===== src/rtl/wide_alu_seq_pkg.sv =====
// Shared types for the 16-bit sequencer and the 8-bit ALU it drives.
// The optional local carry output is enabled by the WIDE_ALU_CARRY_EN macro (see wide_alu_seq.sv).
package wide_alu_seq_pkg;
  localparam int ALU_DW  = 8;
  localparam int ALU_OPW = 4;

  typedef enum logic [ALU_OPW-1:0] {
    kADDL = 4'h0,
    kADDU = 4'h1,
    kLSAL = 4'h2,
    kLSAU = 4'h3,
    kXOR  = 4'h4
  } op_mne;

  typedef enum logic [1:0] {
    ADD16    = 2'b00,
    LSL16    = 2'b01,
    XOR16    = 2'b10,
    WIDE_ILL = 2'b11
  } wide_op_t;

  typedef enum logic [1:0] {IDLE, LSW, MSW, DONE} wseq_state_t;
endpackage


===== src/rtl/wide_alu_seq_if.sv =====
// Request/response channels of the wide ALU sequencer.
interface wide_alu_seq_if
  import wide_alu_seq_pkg::*;
#(
  parameter int DW = 8
);
  logic            req_valid;
  logic            req_ready;
  wide_op_t        req_op;
  logic [2*DW-1:0] req_a;
  logic [2*DW-1:0] req_b;
  logic            rsp_valid;
  logic            rsp_ready;
  logic [2*DW-1:0] rsp_data;
  logic            rsp_err;
  logic            rsp_carry;

  modport master (
    output req_valid, req_op, req_a, req_b, rsp_ready,
    input  req_ready, rsp_valid, rsp_data, rsp_err, rsp_carry
  );
  modport slave (
    input  req_valid, req_op, req_a, req_b, rsp_ready,
    output req_ready, rsp_valid, rsp_data, rsp_err, rsp_carry
  );
endinterface


===== src/rtl/wide_alu_opmap.sv =====
// Microcode map from (wide op, half) to the ALU opcode.
module wide_alu_opmap
  import wide_alu_seq_pkg::*;
(
  input  wide_op_t op,
  input  logic     msw,
  output op_mne    alu_op
);
  always_comb begin
    alu_op = kADDL;
    case (op)
      ADD16:   alu_op = msw ? kADDU : kADDL;
      LSL16:   alu_op = msw ? kLSAU : kLSAL;
      XOR16:   alu_op = kXOR;
      default: alu_op = kADDL;
    endcase
  end
endmodule


===== src/rtl/wide_alu_seq.sv =====
// Sequences one 16-bit op as two 8-bit ALU steps (LSW then MSW, carry chained).
// Define WIDE_ALU_CARRY_EN to compute RSP_CARRY locally; otherwise it is tied 0.
module wide_alu_seq
  import wide_alu_seq_pkg::*;
#(
  parameter int DW  = 8,
  parameter int OPW = 4
) (
  input  logic           clk,
  input  logic           rst_n,
  wide_alu_seq_if.slave  bus,
  output logic [OPW-1:0] alu_op,
  output logic [DW-1:0]  alu_a,
  output logic [DW-1:0]  alu_b,
  output logic           alu_sc_in,
  input  logic [DW-1:0]  alu_out,
  input  logic           alu_sc_out
);
  wseq_state_t     state, state_nx;
  wide_op_t        op_q;
  logic [2*DW-1:0] a_q, b_q, rsp_data_q;
  logic [DW-1:0]   res_lo_q;
  logic            cy_q, rsp_err_q, accept;
  op_mne           map_op;

  wide_alu_opmap u_opmap (.op(op_q), .msw(state == MSW), .alu_op(map_op));

  assign accept = bus.req_valid && (state == IDLE);

  always_comb begin
    state_nx      = state;
    bus.req_ready = 1'b0;
    bus.rsp_valid = 1'b0;
    alu_op        = OPW'(kADDL);
    alu_a         = '0;
    alu_b         = '0;
    alu_sc_in     = 1'b0;
    case (state)
      IDLE: begin
        bus.req_ready = 1'b1;
        if (bus.req_valid) state_nx = (bus.req_op == WIDE_ILL) ? DONE : LSW;
      end
      LSW: begin
        alu_op   = OPW'(map_op);
        alu_a    = a_q[DW-1:0];
        alu_b    = b_q[DW-1:0];
        state_nx = MSW;
      end
      MSW: begin
        alu_op    = OPW'(map_op);
        alu_a     = a_q[2*DW-1:DW];
        alu_b     = b_q[2*DW-1:DW];
        alu_sc_in = cy_q;
        state_nx  = DONE;
      end
      DONE: begin
        bus.rsp_valid = 1'b1;
        if (bus.rsp_ready) state_nx = IDLE;
      end
      default: state_nx = IDLE;
    endcase
  end

  always_ff @(posedge clk or negedge rst_n) begin
    if (!rst_n) begin
      state      <= IDLE;
      op_q       <= ADD16;
      a_q        <= '0;
      b_q        <= '0;
      res_lo_q   <= '0;
      cy_q       <= 1'b0;
      rsp_data_q <= '0;
      rsp_err_q  <= 1'b0;
    end else begin
      state <= state_nx;
      case (state)
        IDLE: if (accept) begin
          op_q       <= bus.req_op;
          a_q        <= bus.req_a;
          // B is zeroed for shifts so both halves see ALU_B=0.
          b_q        <= (bus.req_op == LSL16) ? '0 : bus.req_b;
          rsp_err_q  <= (bus.req_op == WIDE_ILL);
          rsp_data_q <= '0;
        end
        LSW: begin
          res_lo_q <= alu_out;
          cy_q     <= (op_q == XOR16) ? 1'b0 : alu_sc_out;
        end
        MSW:     rsp_data_q <= {alu_out, res_lo_q};
        default: ;
      endcase
    end
  end

  assign bus.rsp_data = rsp_data_q;
  assign bus.rsp_err  = rsp_err_q;

`ifdef WIDE_ALU_CARRY_EN
  logic carry_nx, rsp_carry_q;

  // kADDU drops the top carry, so rebuild it from operand and result MSBs.
  always_comb begin
    carry_nx = 1'b0;
    case (op_q)
      ADD16:   carry_nx = (a_q[2*DW-1] & b_q[2*DW-1]) |
                          ((a_q[2*DW-1] | b_q[2*DW-1]) & ~alu_out[DW-1]);
      LSL16:   carry_nx = a_q[2*DW-1];
      default: carry_nx = 1'b0;
    endcase
  end

  always_ff @(posedge clk or negedge rst_n) begin
    if (!rst_n)                 rsp_carry_q <= 1'b0;
    else if (accept)            rsp_carry_q <= 1'b0;
    else if (state == MSW)      rsp_carry_q <= carry_nx;
  end

  assign bus.rsp_carry = rsp_carry_q;
`else
  assign bus.rsp_carry = 1'b0;
`endif
endmodule


===== src/flat_wrapper.sv =====
// flat-port wrapper written by rule: the top's interface ports become plain ports
module wide_alu_seq_flat import wide_alu_seq_pkg::*;
#(
  parameter int DW  = 8,
  parameter int OPW = 4
)
  (clk, rst_n, alu_op, alu_a, alu_b, alu_sc_in, alu_out, alu_sc_out, bus_req_valid, bus_req_op, bus_req_a, bus_req_b, bus_rsp_ready, bus_req_ready, bus_rsp_valid, bus_rsp_data, bus_rsp_err, bus_rsp_carry);
  wide_alu_seq_if #(.DW(DW)) bus_i ();
  input  logic clk;
  input  logic rst_n;
  output logic [OPW-1:0] alu_op;
  output logic [DW-1:0] alu_a;
  output logic [DW-1:0] alu_b;
  output logic alu_sc_in;
  input  logic [DW-1:0] alu_out;
  input  logic alu_sc_out;
  input wire logic [$bits(bus_i.req_valid)-1:0] bus_req_valid;
  input wire logic [$bits(bus_i.req_op)-1:0] bus_req_op;
  input wire logic [$bits(bus_i.req_a)-1:0] bus_req_a;
  input wire logic [$bits(bus_i.req_b)-1:0] bus_req_b;
  input wire logic [$bits(bus_i.rsp_ready)-1:0] bus_rsp_ready;
  output wire logic [$bits(bus_i.req_ready)-1:0] bus_req_ready;
  output wire logic [$bits(bus_i.rsp_valid)-1:0] bus_rsp_valid;
  output wire logic [$bits(bus_i.rsp_data)-1:0] bus_rsp_data;
  output wire logic [$bits(bus_i.rsp_err)-1:0] bus_rsp_err;
  output wire logic [$bits(bus_i.rsp_carry)-1:0] bus_rsp_carry;
  assign bus_i.req_valid = bus_req_valid;
  assign bus_i.req_op = bus_req_op;
  assign bus_i.req_a = bus_req_a;
  assign bus_i.req_b = bus_req_b;
  assign bus_i.rsp_ready = bus_rsp_ready;
  assign bus_req_ready = bus_i.req_ready;
  assign bus_rsp_valid = bus_i.rsp_valid;
  assign bus_rsp_data = bus_i.rsp_data;
  assign bus_rsp_err = bus_i.rsp_err;
  assign bus_rsp_carry = bus_i.rsp_carry;
  wide_alu_seq #(.DW(DW), .OPW(OPW)) u_core (.clk(clk), .rst_n(rst_n), .bus(bus_i), .alu_op(alu_op), .alu_a(alu_a), .alu_b(alu_b), .alu_sc_in(alu_sc_in), .alu_out(alu_out), .alu_sc_out(alu_sc_out));
endmodule

===== config.mk =====
export PLATFORM = sky130hd
export DESIGN_NAME = wide_alu_seq_flat
export DESIGN_NICKNAME = d
export VERILOG_FILES = /design/src/rtl/wide_alu_seq_pkg.sv /design/src/rtl/wide_alu_seq_if.sv /design/src/rtl/wide_alu_opmap.sv /design/src/rtl/wide_alu_seq.sv /design/src/flat_wrapper.sv
export SDC_FILE = /design/constraint.sdc
export NUM_CORES = 1
export LEC_CHECK = 0
export BUFFER_PORTS_ARGS = -buffer_cell sky130_fd_sc_hd__buf_2
export CAP_MARGIN = 20
export CORE_MARGIN = 8
export CORE_UTILIZATION = 40
export DETAILED_ROUTE_END_ITERATION = 10
export GPL_ROUTABILITY_DRIVEN = 1
export HOLD_SLACK_MARGIN = 0.05
export PLACE_DENSITY_LB_ADDON = 0.15
export SLEW_MARGIN = 20
export SYNTH_ARGS = -nofsm -noshare
export SYNTH_HDL_FRONTEND = slang
export SYNTH_SLANG_ARGS = --single-unit

===== constraint.sdc =====
create_clock -name clk -period 1.85 [get_ports clk]
set_clock_uncertainty 0.15 [all_clocks]
set_input_delay 0.37 -clock clk [delete_from_list [all_inputs] [get_ports clk]]
set_output_delay 0.37 -clock clk [all_outputs]
set_load 0.03 [all_outputs]

==> results of run 1 <==
==> routing by layer <==
layer	wire length, um	part of all wire, %
met4	125	1.8
met2	3560	50
met1	3040	43
met3	407	5.7
met5	0	0
==> critical path, delay by kind of cell, from the launching register on <==
family | cells | cell delay [ns]
buf+inv | 3 | 0.41
flops | 1 | 0.41
compound gates | 1 | 0.22
fa+ha+maj | 1 | 0.16
simple gates | 1 | 0.06
==> registers in the layout (all words and copies together) (netlist names) <==
register / flops
u_core.state: 2
u_core.op_q: 2
u_core.bus.rsp_data: 16
u_core.cy_q: 1
u_core.bus.rsp_err: 1
u_core.res_lo_q: 8
u_core.a_q: 16
u_core.b_q: 16
==> what timing repair did <==
| action | in CTS | in global routing |
|---|---|---|
| gates cloned | 0 | 3 |
| pin swaps | 13 | 8 |
| gates resized for setup | 85 | 22 |
| hold buffers | 1 | 0 |
| buffers inserted | 5 | 2 |
| endpoints found under the setup margin | 22 | 31 |
| hold endpoints to repair | 62 | 0 |
==> synth_stat cells <==
cell       n
dfrtp_1   62
nand2_1   37
o21ai_0   19
nor2_1    17
a22o_1    16
a22oi_1   16
mux2_2    16
mux2_4    10
buf_2      9
ha_1       6
inv_1      6
buf_4      3
clkbuf_1   3
mux2i_1    3
and2_1     2
buf_6      2
o22ai_1    2
a21oi_2    1
clkbuf_2   1
clkinv_1   1
conb_1     1
nand3_1    1
nor2b_1    1
nor3_1     1
nor3b_1    1
==> power groups by stage <==
stage	Combinational, mW	Clock, mW	Sequential, mW
after floorplan	2.61	0	2.48
after global placement	3.96	0	2.31
after detailed placement	3.99	0	2.32
after CTS	4.85	1.36	2.36
after global routing	5.46	1.42	2.46
final	5.12	1.33	2.38
==> final cells by class <==
cell class,instances,area [um2],area share (%)
clock buffers,11,151,3.53
clock inverters,4,70.1,1.63
inverters,7,41.3,0.962
multi-input cells,151,1400,32.5
flip-flops and latches,62,1550,36.2
well taps,80,100,2.33
repair buffers,115,981,22.9
==> cells in the final DEF (no fill, tap or decap), types with 2 or more instances in the layout <==
| cell | netlist | final |
|---|---|---|
| a22o_1 | 16 | 16 |
| a22oi_2 | 0 | 16 |
| and2_4 | 0 | 2 |
| buf_12 | 0 | 8 |
| buf_2 | 9 | 63 |
| buf_4 | 3 | 9 |
| buf_6 | 2 | 30 |
| bufinv_16 | 0 | 2 |
| clkbuf_16 | 0 | 3 |
| clkbuf_8 | 0 | 11 |
| clkinv_2 | 0 | 2 |
| conb_1 | 1 | 2 |
| dfrtp_1 | 62 | 61 |
| ha_4 | 0 | 5 |
| inv_1 | 6 | 4 |
| mux2_2 | 16 | 16 |
| mux2_4 | 10 | 10 |
| nand2_1 | 37 | 34 |
| nand2_2 | 0 | 2 |
| nor2_4 | 0 | 16 |
| o21ai_0 | 19 | 11 |
| o21ai_1 | 0 | 8 |
==> cells by family after synthesis <==
| logic type | Yosys count |
|---|---|
| DFF | 62 |
| and+or+nand+nor | 60 |
| AOI/OAI and AO/OA | 54 |
| muxes | 29 |
| buffers and inverters | 25 |
| adders and majority gates | 6 |
| other | 1 |
==> worst min path at each step <==
stage                                         end  slack [ns]  cells past startpoint
2_1_floorplan           u_core.a_q[0]$_DFFE_PN0P_       -0.08                      0
3_3_place_gp   u_core.bus.rsp_data[1]$_DFFE_PN0P_        0.26                      2
3_5_place_dp   u_core.bus.rsp_data[5]$_DFFE_PN0P_        0.26                      2
4_1_cts                u_core.b_q[10]$_DFFE_PN0P_        0.09                      2
5_1_grt                 u_core.b_q[6]$_DFFE_PN0P_        0.09                      2
6_report               u_core.b_q[10]$_DFFE_PN0P_         0.1                      2
==> impl_metrics.tcl, run 1 <==
set metrics [dict create \
    hp-class "primary input to flop" \
    p_clk_share_pct 15.1 \
    placed_area_um2 3530 \
    slew_violations 0 \
    ant_nets 0 \
    yosys.cell_types.count 25 \
    tns_ns -5.22 \
    cts_buffers 9 \
    report.power.total_mw 8.84 \
    placementRows 30 \
    fin_nets 399 \
    die-area_um2 9750 \
    post-route-worst-setup-slack_ns -0.281 \
    muxShareOfSynthArea_pct 13.2 \
    crit_path_frequent_cell "buf_6" \
    yosysWarningCount 0 \
    rsz0062_at_grt "yes" \
    ff2ff_path_depth 7 \
    min_from "bus_req_b[10]" \
    clk_latency_ns 0.33 \
    syn-cell-area_um2 2740 \
    synth_top_family_by_area "compound AO/OA/AOI/OAI gates" \
    drt_wl_total_mm 7.14 \
    syn_area_per_cell_um2 11.6 \
    seqPwrFrac_pct 27.0 \
    start_util_pct 40.8 \
    grt_max_degree 63 \
    wire_per_inst_um 16.6 \
    synth_cells 237 \
    cp_max_fo 12 \
    diodes 0 \
    vias_per_cell 5.01 \
    cts_tree "yes" \
    yosysTopAreaCellShare_pct 56.6 \
    grtUsageMet3_pct 4.93 \
    timing.rr.end "u_core.state[1]$_DFFE_PN0P_" \
    layout-drive-gt1-share_pct 59.4 \
    crit_start "u_core.state[1]$_DFFE_PN0P_" \
    grt_pass1_wl_mm 11.6 \
    ios 88 \
    whs_ns 0.0983 \
    path_cells "buf_6 > ha_4 > buf_12 > a22oi_2 > nor2_4 > buf_6" \
    stdcell_area_um2 4290 \
    cts_root_buffer "clkbuf_8" \
    grt_overflow_total 0 \
    synth_xor_area_share_pct 0 \
    place_inst 404 \
    synth_fa_ha_area_share_pct 2.74 \
    outcome "finished, violations left" \
    synth_compound_area_share_pct 13.8 \
    grt_antenna_before_repair 0 \
    cts.sinks 62 \
    clockBufferDepth 2 \
    synth_area_leaders "dfrtp_1 (57%), mux2_2 (6.6%), mux2_4 (5.5%)" \
    htreeDepth 3 \
    critPathMaxStageDelay_ns 0.41 \
    core_um2 6720 \
    critical_path.endpoint_type "output port" \
    switchingPower_mw 3.57 \
    drt-initial-drc-count 43 \
    swShare_pct 40.4 \
    first_pass_iters 4 \
    fin_util_pct 63.9 \
    yosysTopAreaCell "dfrtp_1" \
    worstPathArrival_ns 1.61 \
    endpoint "alu_b[2]" \
    die_x_um 98.7 \
    final_cells 430 \
    violations "negative setup slack" \
    post-place-ws_ns -0.0814 \
    critPathKind "flop to output port" \
    crit_required_ns 1.33 \
    maxCapViolCount 0 \
    synth-seq-cells 62 \
    post-route-drc-count 0 \
    syn_to_final_growth_pct 56.7 \
    final-hold-violation-count 0 \
    grtUsageTotal_pct 15.0 \
    die_height_um 98.7 \
    powerDensity_nw_per_um2 2060 \
    clock.fmax_mhz 469 \
    period_needed_ns 2.13 \
    clk_pin_slew_ns 0.07 \
    portBuffers 85 \
    leakagePower_nw 1.98 \
    timing.rr.start "u_core.state[1]$_DFFE_PN0P_" \
    fin_crit_sh_pct 115 \
    grt_pass1_vias 2351 \
    finalSetupViolations 22 \
    place.gp.congestion 0.722 \
    grt_use_met2_pct 24.1 \
    startpoint_type "flop" \
    ys_seq_area_share_pct 56.6 \
    dr_total_vias 2153 \
    ff2ff_setup_slack_ns 0.01 \
    yosys.area_share.simple_pct 8.73 \
    comb_power_share_pct 58.0 \
    ir_worst_vdd_mv 1.18 \
    grt.busiest_layer "met2" \
    cp_slowest_cell "dfrtp_1" \
    hpwl_mm 4.75 \
    fillers 544 \
    use_met1_pct 17.7 \
    internal_power_mw 5.27 \
]
Power figures use the tool's default switching activity.
==> run 2, diff against run 1 <==
- CORE_UTILIZATION: 40 -> 35
- RECOVER_POWER: default -> 25
- clock period: 1.85 -> 2.4 ns (I/O delays scaled with it)
==> run 2 against run 1 <==
Sequential share of layout area is 5.9 points higher; via count is 4.5% lower; the flow now finishes without violations; design area is 14% lower; register-to-register slack better by 0.36 ns; critical path depth stayed put; highest routed layer unchanged; clock power is 17% lower; count of clock-buffer cells in the layout is 2 lower; sequential power is 26% lower; sequential cell count stayed put; worst setup slack better by 0.37 ns; die area is 12% higher.
==> impl_metrics.tcl, run 2 (synthesis gave the netlist of run 1 again) <==
set metrics [dict create \
    outcome "finished clean" \
    syn_to_final_growth_pct 34.8 \
    place.gp.congestion 0.697 \
    tns_ns 0 \
    post-route-worst-setup-slack_ns 0.0897 \
    critPathKind "flop to output port" \
    first_pass_iters 4 \
    clk_pin_slew_ns 0.07 \
    post-route-drc-count 0 \
    whs_ns 0.207 \
    final_common_cell "buf_2" \
    ant_nets 0 \
    grt_max_degree 33 \
    maxCapViolCount 0 \
    vias_per_cell 4.66 \
    powerDensity_nw_per_um2 1530 \
    register_area_um2 1550 \
    fillers 762 \
    diodes 0 \
    dr_total_vias 2057 \
    grt_pass1_vias 2276 \
    finalSetupViolations 0 \
    cp_max_fo 9 \
    grtUsageTotal_pct 13.2 \
    final_cell_mix "buf_2 (74), dfrtp_1 (62), nand2_1 (36)" \
    drt_wl_total_mm 6.93 \
    portBuffers 85 \
    slew_violations 0 \
    layout-drive-gt1-share_pct 46.6 \
    grt_antenna_before_repair 0 \
    startpoint_type "flop" \
    clockBufferDepth 2 \
    start_util_pct 35.8 \
    ir_worst_vdd_mv 0.812 \
    period_needed_ns 2.31 \
    multi_input_area_um2 1120 \
    cts_root_buffer "clkbuf_8" \
    core_um2 7650 \
    final-hold-violation-count 0 \
    ios 88 \
    wire_per_inst_um 15.7 \
    htreeDepth 3 \
    critical_path.endpoint_type "output port" \
    die-area_um2 10900 \
    relSlewSlack_pct 33.7 \
    cts_buffers 9 \
    place_inst 420 \
    leakagePower_nw 1.82 \
    cts.sinks 62 \
    hp-class "primary input to flop" \
    grt_overflow_total 0 \
    drt-initial-drc-count 75 \
    cts_tree "yes" \
    fin_nets 387 \
    fin_crit_sh_pct 96.3 \
    hpwl_mm 4.87 \
    placementRows 32 \
    post-place-ws_ns 0.0916 \
    worstPathArrival_ns 1.68 \
    worstMarginPinSlew_ns 0.994 \
    crit_required_ns 1.77 \
    die_height_um 104 \
    clock.fmax_mhz 433 \
    final_cells 441 \
    die_x_um 104 \
    grt_pass1_wl_mm 11.5 \
    clk_latency_ns 0.33 \
]
run 2: layer usage:
layer	up-vias	share of wire, %	GRT usage [%]
met2	69	44	19.4
met5	-	0	0
met4	0	0.78	3.72
met1	972	47	16.5
li1	1010	-	-
met3	6	8.2	6.88
run 2: critical path: stages (launching register included):
cell and delay, ns:
dfrtp_1 0.43, inv_2 0.11, ha_4 0.31, inv_8 0.05, buf_4 0.15, nor2_1 0.09
buf_2 0.20
run 2: through the flow:
stage / util (%) / power (mW) / instance area (um2)
after floorplan: - / 3.53 / 2740
after global placement: 43.4 / 4.26 / 3320
after detailed placement: 43.4 / 4.30 / 3320
after CTS: 47.4 / 5.57 / 3620
after global routing: 48.3 / 6.04 / 3690
final: 48.3 / 5.64 / 3690
run 2: layout make-up:
type                            count  area share [%]
Multi-Input combinational cell    151            30.4
Clock inverter                      7            3.05
Inverter                            7           0.915
Sequential cell                    62            42.0
Timing Repair Buffer              103            16.8
Tap cell                          102            3.46
Clock buffer                        9            3.36
run 2: timing repair:
| item | in CTS | in global routing |
|---|---|---|
| endpoints found under the hold margin | 15 | 0 |
| hold buffers | 1 | 0 |
| gates resized for setup | 15 | 18 |
| buffers inserted | 1 | 3 |
| endpoints found under the setup margin | 18 | 15 |
run 2: power breakdown:
part	internal, mW	switching, mW	total, mW
combinational	1.20	1.58	2.77
clock	0.684	0.422	1.11
sequential	1.51	0.250	1.76
run 2: final timing paths:
kind | start | end | slack, ns | cells after the start
min in group asynchronous | rst_n | u_core.bus.rsp_data[11]$_DFFE_PN0P_ | 0.67 | 2
max in group asynchronous | rst_n | u_core.b_q[3]$_DFFE_PN0P_ | 0.39 | 3
setup reg to reg | u_core.state[0]$_DFFE_PN0P_ | u_core.a_q[15]$_DFFE_PN0P_ | 0.37 | 6
hold reg to reg | u_core.bus.rsp_data[13]$_DFFE_PN0P_ | u_core.bus.rsp_data[13]$_DFFE_PN0P_ | 0.32 | 2
setup / recovery | u_core.state[0]$_DFFE_PN0P_ | alu_a[2] | 0.09 | 6
hold / removal | bus_req_b[0] | u_core.b_q[0]$_DFFE_PN0P_ | 0.21 | 2
